$ cat src/rtl/button_event_decoder.sv
// button_event_decoder: turns debounced button levels into one-cycle press/click/long/repeat/release pulses
//   clk         system clock, rising edge
//   rst_n       synchronous reset, active-low
//   results_i   debounced button levels, 1 = pressed
//   press_o     pulse on a 0->1 edge
//   click_o     pulse on release before the long-press threshold
//   long_o      pulse when a hold reaches LONG_CYCLES
//   repeat_o    pulse every REPEAT_CYCLES while held past long (0 disables)
//   release_o   pulse on any tracked release
//   busy_o      some lane is not idle
module button_event_decoder #(
    parameter int NUM_BUTTONS   = 5,
    parameter int LONG_CYCLES   = 5000000,
    parameter int REPEAT_CYCLES = 1000000
) (
    input  logic                   clk,
    input  logic                   rst_n,
    input  logic [NUM_BUTTONS-1:0] results_i,
    output logic [NUM_BUTTONS-1:0] press_o,
    output logic [NUM_BUTTONS-1:0] click_o,
    output logic [NUM_BUTTONS-1:0] long_o,
    output logic [NUM_BUTTONS-1:0] repeat_o,
    output logic [NUM_BUTTONS-1:0] release_o,
    output logic                   busy_o
);
    localparam int MAXC = LONG_CYCLES > REPEAT_CYCLES ? LONG_CYCLES : REPEAT_CYCLES;
    localparam int CW = $clog2(MAXC + 1);
    localparam logic [CW-1:0] LONG_LAST = CW'(LONG_CYCLES - 1);
    localparam logic [CW-1:0] REP_LAST = CW'(REPEAT_CYCLES == 0 ? 0 : REPEAT_CYCLES - 1);
    typedef enum logic [1:0] {IDLE, PRESSED, HELD} state_e;
    state_e state_q [NUM_BUTTONS];
    state_e state_d [NUM_BUTTONS];
    logic [CW-1:0] cnt_q [NUM_BUTTONS];
    logic [CW-1:0] cnt_d [NUM_BUTTONS];
    // prev_q resets to 1 so a button held through reset never looks like a new press
    logic [NUM_BUTTONS-1:0] prev_q;
    logic [NUM_BUTTONS-1:0] press_d, click_d, long_d, repeat_d, release_d;
    always_comb begin
        state_d = state_q;
        cnt_d = cnt_q;
        press_d = '0;
        click_d = '0;
        long_d = '0;
        repeat_d = '0;
        release_d = '0;
        for (int i = 0; i < NUM_BUTTONS; i++) begin
            case (state_q[i])
                IDLE: begin
                    if (results_i[i] && !prev_q[i]) begin
                        state_d[i] = PRESSED;
                        cnt_d[i] = '0;
                        press_d[i] = 1'b1;
                    end
                end
                PRESSED: begin
                    // a release in the threshold cycle wins over long
                    if (!results_i[i]) begin
                        state_d[i] = IDLE;
                        click_d[i] = 1'b1;
                        release_d[i] = 1'b1;
                    end else if (cnt_q[i] == LONG_LAST) begin
                        state_d[i] = HELD;
                        cnt_d[i] = '0;
                        long_d[i] = 1'b1;
                    end else begin
                        cnt_d[i] = cnt_q[i] + CW'(1);
                    end
                end
                HELD: begin
                    // with repeat disabled the counter simply holds
                    if (!results_i[i]) begin
                        state_d[i] = IDLE;
                        release_d[i] = 1'b1;
                    end else if (REPEAT_CYCLES != 0 && cnt_q[i] == REP_LAST) begin
                        cnt_d[i] = '0;
                        repeat_d[i] = 1'b1;
                    end else if (REPEAT_CYCLES != 0) begin
                        cnt_d[i] = cnt_q[i] + CW'(1);
                    end
                end
                default: state_d[i] = IDLE;
            endcase
        end
    end
    always_comb begin
        busy_o = 1'b0;
        for (int i = 0; i < NUM_BUTTONS; i++) busy_o = busy_o | (state_q[i] != IDLE);
    end
    always_ff @(posedge clk) begin
        if (!rst_n) begin
            for (int i = 0; i < NUM_BUTTONS; i++) begin
                state_q[i] <= IDLE;
                cnt_q[i] <= '0;
            end
            prev_q <= '1;
            press_o <= '0;
            click_o <= '0;
            long_o <= '0;
            repeat_o <= '0;
            release_o <= '0;
        end else begin
            state_q <= state_d;
            cnt_q <= cnt_d;
            prev_q <= results_i;
            press_o <= press_d;
            click_o <= click_d;
            long_o <= long_d;
            repeat_o <= repeat_d;
            release_o <= release_d;
        end
    end
endmodule

$ cat config.mk
export PLATFORM = sky130hd
export DESIGN_NAME = button_event_decoder
export DESIGN_NICKNAME = d
export VERILOG_FILES = /design/src/rtl/button_event_decoder.sv
export SDC_FILE = /design/constraint.sdc
export NUM_CORES = 1
export LEC_CHECK = 0
export CORE_UTILIZATION = 65
export DETAILED_ROUTE_END_ITERATION = 12
export PLACE_DENSITY = 0.87
export REMOVE_ABC_BUFFERS = 1
export SLEW_MARGIN = 20
export SYNTH_ARGS = -nofsm -noshare
export SYNTH_HDL_FRONTEND = slang
export SYNTH_SLANG_ARGS = --single-unit
$ cat constraint.sdc
create_clock -name clk -period 3.4 [get_ports clk]
set_input_delay 1.02 -clock clk [delete_from_list [all_inputs] [get_ports clk]]
set_output_delay 1.02 -clock clk [all_outputs]
set_load 0.005 [all_outputs]
=== After elaboration in Yosys (flattened, before gate mapping) ===
Cells that the tools add are included.

* Flip-flop bits (word level): 155
* Bits in latches: 0
* Bits in writable memories: 0
* Memory bits (read-only): 0
* Input bits: 7
* Output and inout port bits: 26
* Word-level logic and storage cells: 230
* Memories kept: 0

* Add/subtract/negate cells: 5
* Multipliers: 0
* Div/mod/pow operators: 0
* Order comparisons: 0
* Equal/unequal tests: 45
* Shift operators: 0
* Mux-type cells: 75
* Bitwise gates (word level): 4
* Reductions and logical operators: 65

{| class="wikitable"
|+ Operators with widths
! cell !! count
|-
| 2-to-1 mux 23 bit || 25
|-
| case mux 23 bit (3 select lines) || 5
|-
| adder 23 x 1 -> 23 bit (second input constant) || 5
|-
| == test 23 x 20 -> 1 bit (second input constant) || 5
|-
| == test 23 bit (second input constant) || 5
|-
| AND reduction 3 bit || 15
|-
| 2-to-1 mux 2 bit || 20
|-
| != test 2 bit (second input constant) || 20
|-
| case mux 2 bit (3 select lines) || 5
|-
| AND reduction 2 bit || 15
|-
| 2-to-1 mux 1 bit || 20
|-
| AND reduction 4 bit || 5
|-
| != test 3 bit (second input constant) || 5
|-
| nonzero test 3 bit || 5
|-
| == test 2 x 1 -> 1 bit (second input constant) || 5
|-
| == test 2 bit (second input constant) || 5
|-
| zero test 2 bit || 5
|-
| nonzero test 2 bit || 5
|-
| OR reduction 2 bit || 5
|-
| logical AND 1 bit || 5
|-
| zero test 1 bit || 5
|-
| bitwise OR 1 bit || 4
|}

=== Longest topological paths before layout ===
* Depth after elaboration: 5
* Depth in mapped cells: 10
* Mapped depth without buffers: 8

=== Least setup slack after synthesis ===
OpenSTA, ideal clock, no wires.

* Path type: in2reg
* Start: in results_i[1]
* End: reg cnt_q[88] (netlist name)
* Library setup time: 0.117 ns
* Arrival: 2.332 ns
* Data required time: 3.283 ns
* Setup slack: 0.950 ns
* Cell stages on the path: 8
* Path buffers: 3
* Cells stage by stage: clkbuf_1 and3_1 clkbuf_1 and4_1 clkbuf_1 nand4_1 xor2_1 nor2_1

* Cells in the longest elaborated chain, start to end: 3
* Elaborated cells between the ends (all ways): 5
* Classes of those cells: 3 x eq/ne; 2 x reduce/logical

{| class="wikitable"
|+ Ends and longest elaborated chain
! element !! RTL line !! source
|-
| start: declaration || 18 || <nowiki>input logic [NUM_BUTTONS-1:0] results_i,</nowiki>
|-
| logical AND 1 bit || 49 || <nowiki>if (results_i[i] && !prev_q[i]) begin</nowiki>
|-
| != test 2 bit (no source line) || -- ||
|-
| AND reduction 4 bit (no source line) (*) || -- ||
|-
| end signal: assignment || 103 || <nowiki>cnt_q <= cnt_d;</nowiki>
|-
| end: declaration || 33 || <nowiki>logic [CW-1:0] cnt_q [NUM_BUTTONS];</nowiki>
|}

Every way passes the cells marked *; elsewhere a longest branch is shown, timed or not.
A chain may end at the register's enable or synchronous reset.

=== Worst setup path after layout ===
* Start: reg state_q[2] (netlist name)
* End: out busy_o

* Cells in the longest elaborated chain, start to end: 3

{| class="wikitable"
|+ Ends and longest elaborated chain
! element !! RTL line !! source
|-
| start: declaration || 31 || <nowiki>state_e state_q [NUM_BUTTONS];</nowiki>
|-
| start signal: assignment || 102 || <nowiki>state_q <= state_d;</nowiki>
|-
| nonzero test 2 bit || 87 || <nowiki>for (int i = 0; i < NUM_BUTTONS; i++) busy_o = busy_o | (state_q[i] != IDLE);</nowiki>
|-
| bitwise OR 1 bit (2 in a row) || 87 ||
|-
| end: declaration || 24 || <nowiki>output logic busy_o</nowiki>
|}

No other way between the ends.

==> summary by stage <==
Worst setup path
STA classifies the critical path endpoint as an output pin. The classification of the worst setup path is flip-flop to output pin. The nature of the critical path startpoint is a flip-flop. The slowest cell on the critical path is clkdlybuf4s50_1. Of all nets on the critical path, the largest fanout is 5. The required time at the worst-slack endpoint is 2.38 ns. The largest single stage delay on the critical path is 0.51 ns.

The critical path arrival is around 2.0 ns. Traced cell by cell, the critical path runs through inv_1 > ha_1 > and3_1 > nand3_1 > clkdlybuf4s50_1.

Place
The placed wire-length estimate after detailed placement is about 11 mm. During placement, the flow inserted port buffers numbering 32. The post-placement cell count is 1031. In this run the cell area measured after placement is 0.007901 mm².

The final estimated routing congestion in global placement is roughly 0.95.

Timing
The highest achievable clock rate is about 330 MHz. The relative max-transition margin is 0.3078. The clock period could shrink to between 3 and 4 ns. The count of endpoints failing hold in the final timing report was 0. Of the available clock period, the critical path in the final layout requires 0.8979. Setup violations remaining at the end of the flow were counted as 0.

The number of pins exceeding their max-slew limit in the final report is 0. The worst clock skew on the final layout is about 0.0094 ns. For the pin with the worst max-slew slack, the measured transition is approximately 1.0 ns. Adding up every negative setup slack in the final design gives 0 ns.

Setup repair after global routing left no endpoint under its margin.

Clocking
Clock-pin slew was measured on the worst setup and hold paths at about 0.060 ns. The number of gates resized after cts is 0. After clock tree synthesis, the setup repair step added 0 buffers.

The number of hold buffers added after CTS was 0. The clock passes through at most 2 buffers. The TritonCTS clock tree is done. The H-tree generated during clock tree synthesis spans 4 levels. CTS saw approximately 160 sinks.

The number of buffers inserted during clock tree synthesis is 17. The clock root buffer is clkbuf_16. The clock latency at the later pin of the worst-skew pair is roughly 0.42 ns.

Detailed routing
The top layer used by detailed routing is met4. The wire length after detailed routing is 15.53 mm. Dividing the detail-routed via count by the number of cells gives 6.003. In the final routed layout, each cell accounts on average for about 15 µm. After detailed routing, the number of remaining DRC violations is 0.

The length of the first detailed-routing pass in iterations is 5. In this run the remaining antenna-violating nets after routing total 0. Detailed routing placed a total of about 700 µm of wire on met3. The total routed wire length on the met1 layer is 6.595 mm. The first-iteration detailed-routing DRC count is about 340.

The total length of routed met2 wires is a little under 8 mm. The routed layout has roughly 6400 vias.

Power and ir drop
The maximum vdd drop is roughly 0.0007 V. The total power per unit cell area is 471.5 mW/mm². The total leakage power is about 3 nW.

Logic synthesis
The commonest register cell after synthesis is dfxtp_1. The share of synthesized registers carrying an async set or reset is 0. Synthesis handed over a netlist of between 800 and 900 instances. The flip-flop and latch count after synthesis is 155. The count of flip-flops with a built-in enable after synthesis is 0. Of the synthesized area, sequential elements account for 0.4161. The number of distinct library cell variants in the gate-level netlist after synthesis is 61. For this run, the number of Yosys warnings is 0. After synthesis the cells add up to 0.007457 mm².

The synthesized area per cell is between 8 and 9 µm².

Layout
Relative to the synthesized area, the layout overhead comes to 13.61%. The area taken by flip-flops and latches is 0.003103 mm². Excluding fillers, the count of instances in the completed layout stands at roughly 1100.

For this run, the post-layout net count is ~940. After routing the design area is roughly 0.0085 mm². The number of antenna diodes in the final layout is 0. The fraction of layout cells with a size suffix above 1 is 0.06717.

The layout has about 770 filler cells. In the final layout, the multi-input gates occupy between 0.004 and 0.005 mm².

Outcome
The flow ran to the end, and the final reports show no timing, DRC or antenna violations.

Floorplan
The die width is roughly 110 µm. For this configuration, the core starts out at a cell density of 0.6760. The top-level I/O count is 33.

The die covers 0.01191 mm². The floorplan step defined a core boundary enclosing between 0.01 and 0.015 mm². From bottom edge to top edge, the die measures approximately 110 µm.

In this run the core area contains 38 standard-cell rows.

GRT
The number of antenna violations at the first check in global routing was 0. The first-pass GRT wire length is 26.34 mm. For this run the aggregate overflow at the end of global routing stands at 0. The via count of the first global-routing pass is a little over 6000. Entering global routing, the biggest net connects 28 pins. The overall fraction of global-route tracks in use is 0.2772.

Run
The tool flagged a number of max-cap violations equal to 0.

Min path
In this run the worst hold path is classified as flip-flop to flip-flop.
==> logic make-up (layout without fill, tap and decap cells) <==
family,after synthesis,count (layout),synth area share
AND/OR/NAND/NOR,475,475,0.3319
buffers and inverters,57,104,0.03188
flip-flops,155,155,0.4161
multiplexers,5,5,0.006712
adder cells (fa/ha/maj),22,22,0.03691
XOR/XNOR,79,79,0.09278
AO/OA/AOI/OAI,83,83,0.08373
==> Yosys cell counts (6+ instances only) <==
| cell | count | area, µm² |
|---|---|---|
| nand2b_1 | 11 | 68.82 |
| and3_1 | 30 | 187.7 |
| inv_1 | 29 | 108.9 |
| nor4_1 | 8 | 50.05 |
| and4b_1 | 6 | 60.06 |
| nor4b_1 | 7 | 61.31 |
| xor2_1 | 49 | 429.2 |
| dfxtp_1 | 155 | 3103 |
| nand3_1 | 70 | 350.3 |
| nor3_1 | 18 | 90.09 |
| ha_1 | 22 | 275.3 |
| nor2_1 | 133 | 499.2 |
| a21oi_1 | 10 | 50.05 |
| nand2_1 | 87 | 326.6 |
| and4_1 | 15 | 131.4 |
| xnor2_1 | 30 | 262.8 |
| o311ai_0 | 15 | 131.4 |
| o21ai_0 | 11 | 55.05 |
| and2_1 | 8 | 50.05 |
| nor2b_1 | 6 | 37.54 |
| or3_1 | 8 | 50.05 |
| nand4_1 | 40 | 250.2 |
| clkbuf_1 | 19 | 71.32 |
| a22o_1 | 8 | 70.07 |
==> critical path: cells and delay by family (launching register included) <==
family | cells | cell delay (ns)
simple gates | 2 | 0.33
flops | 1 | 0.39
buf+inv | 2 | 0.59
fa+ha+maj | 1 | 0.30
==> per-stage QoR <==
stage | power [W] | setup WS, ns | util | hold WS [ns]
CTS | 0.004023 | 0.3423 | 0.7680 | 0.4925
global route | 0.004146 | 0.2543 | 0.7680 | 0.5147
detailed placement | 0.002214 | 0.1121 | 0.7163 | 0.4790
floorplan | 0.002088 | 1.056 | - | 0.4261
finish | 0.003995 | 0.3470 | 0.7680 | 0.4914
global placement | 0.002198 | 0.2302 | 0.7163 | 0.4628
==> routing by layer <==
layer	global-route usage	up-vias
li1	-	3171
met1	0.3156	2982
met2	0.4834	194
met3	0.07053	34
met4	0.1293	0
met5	0	-
==> final cells by class <==
| type | count | share of cell area |
|---|---|---|
| Multi-Input combinational cell | 664 | 0.4859 |
| Sequential cell | 155 | 0.3663 |
| Clock buffer | 20 | 0.05272 |
| Timing Repair Buffer | 43 | 0.04697 |
| Tap cell | 140 | 0.02068 |
| Clock inverter | 12 | 0.01462 |
| Inverter | 29 | 0.01285 |
==> where the power goes <==
part	switching, W	internal, W	total (W)
Sequential	0.0000148	0.00184	0.00185
Clock	0.000720	0.00109	0.00181
Combinational	0.000208	0.000121	0.000329
Total	0.000943	0.00305	0.00399
==> sequential cells by signal, indices dropped and copies added (netlist names) <==
register and count:
prev_q 5, long_o 5, cnt_q 115, press_o 5, state_q 10, release_o 5, repeat_o 5, click_o 5
==> final timing paths <==
check | from | endpoint | slack, ns | cells past startpoint
max | state_q[2] | busy_o | 0.35 | 5
min | cnt_q[47] | cnt_q[47] | 0.49 | 2
max reg2reg | cnt_q[23] | cnt_q[35] | 0.66 | 7
min reg2reg | cnt_q[47] | cnt_q[47] | 0.49 | 2
==> placed cells by master, fill, tap and decap left out, types with 5 or more instances in the layout <==
master and count:
a21boi_0 5, a21oi_1 10, a22o_1 8, and2_1 8, and3_1 30, and4_1 15
and4b_1 6, buf_4 11, clkbuf_16 17, clkdlybuf4s50_1 31, clkinv_2 5, dfxtp_1 155
ha_1 22, inv_1 29, mux2i_1 5, nand2_1 87, nand2b_1 11, nand3_1 70
nand4_1 40, nor2_1 133, nor2b_1 6, nor3_1 18, nor4_1 8, nor4b_1 7
o21ai_0 11, o311ai_0 15, or3_1 8, xnor2_1 30, xor2_1 49
(Power assumes the default switching activity.)
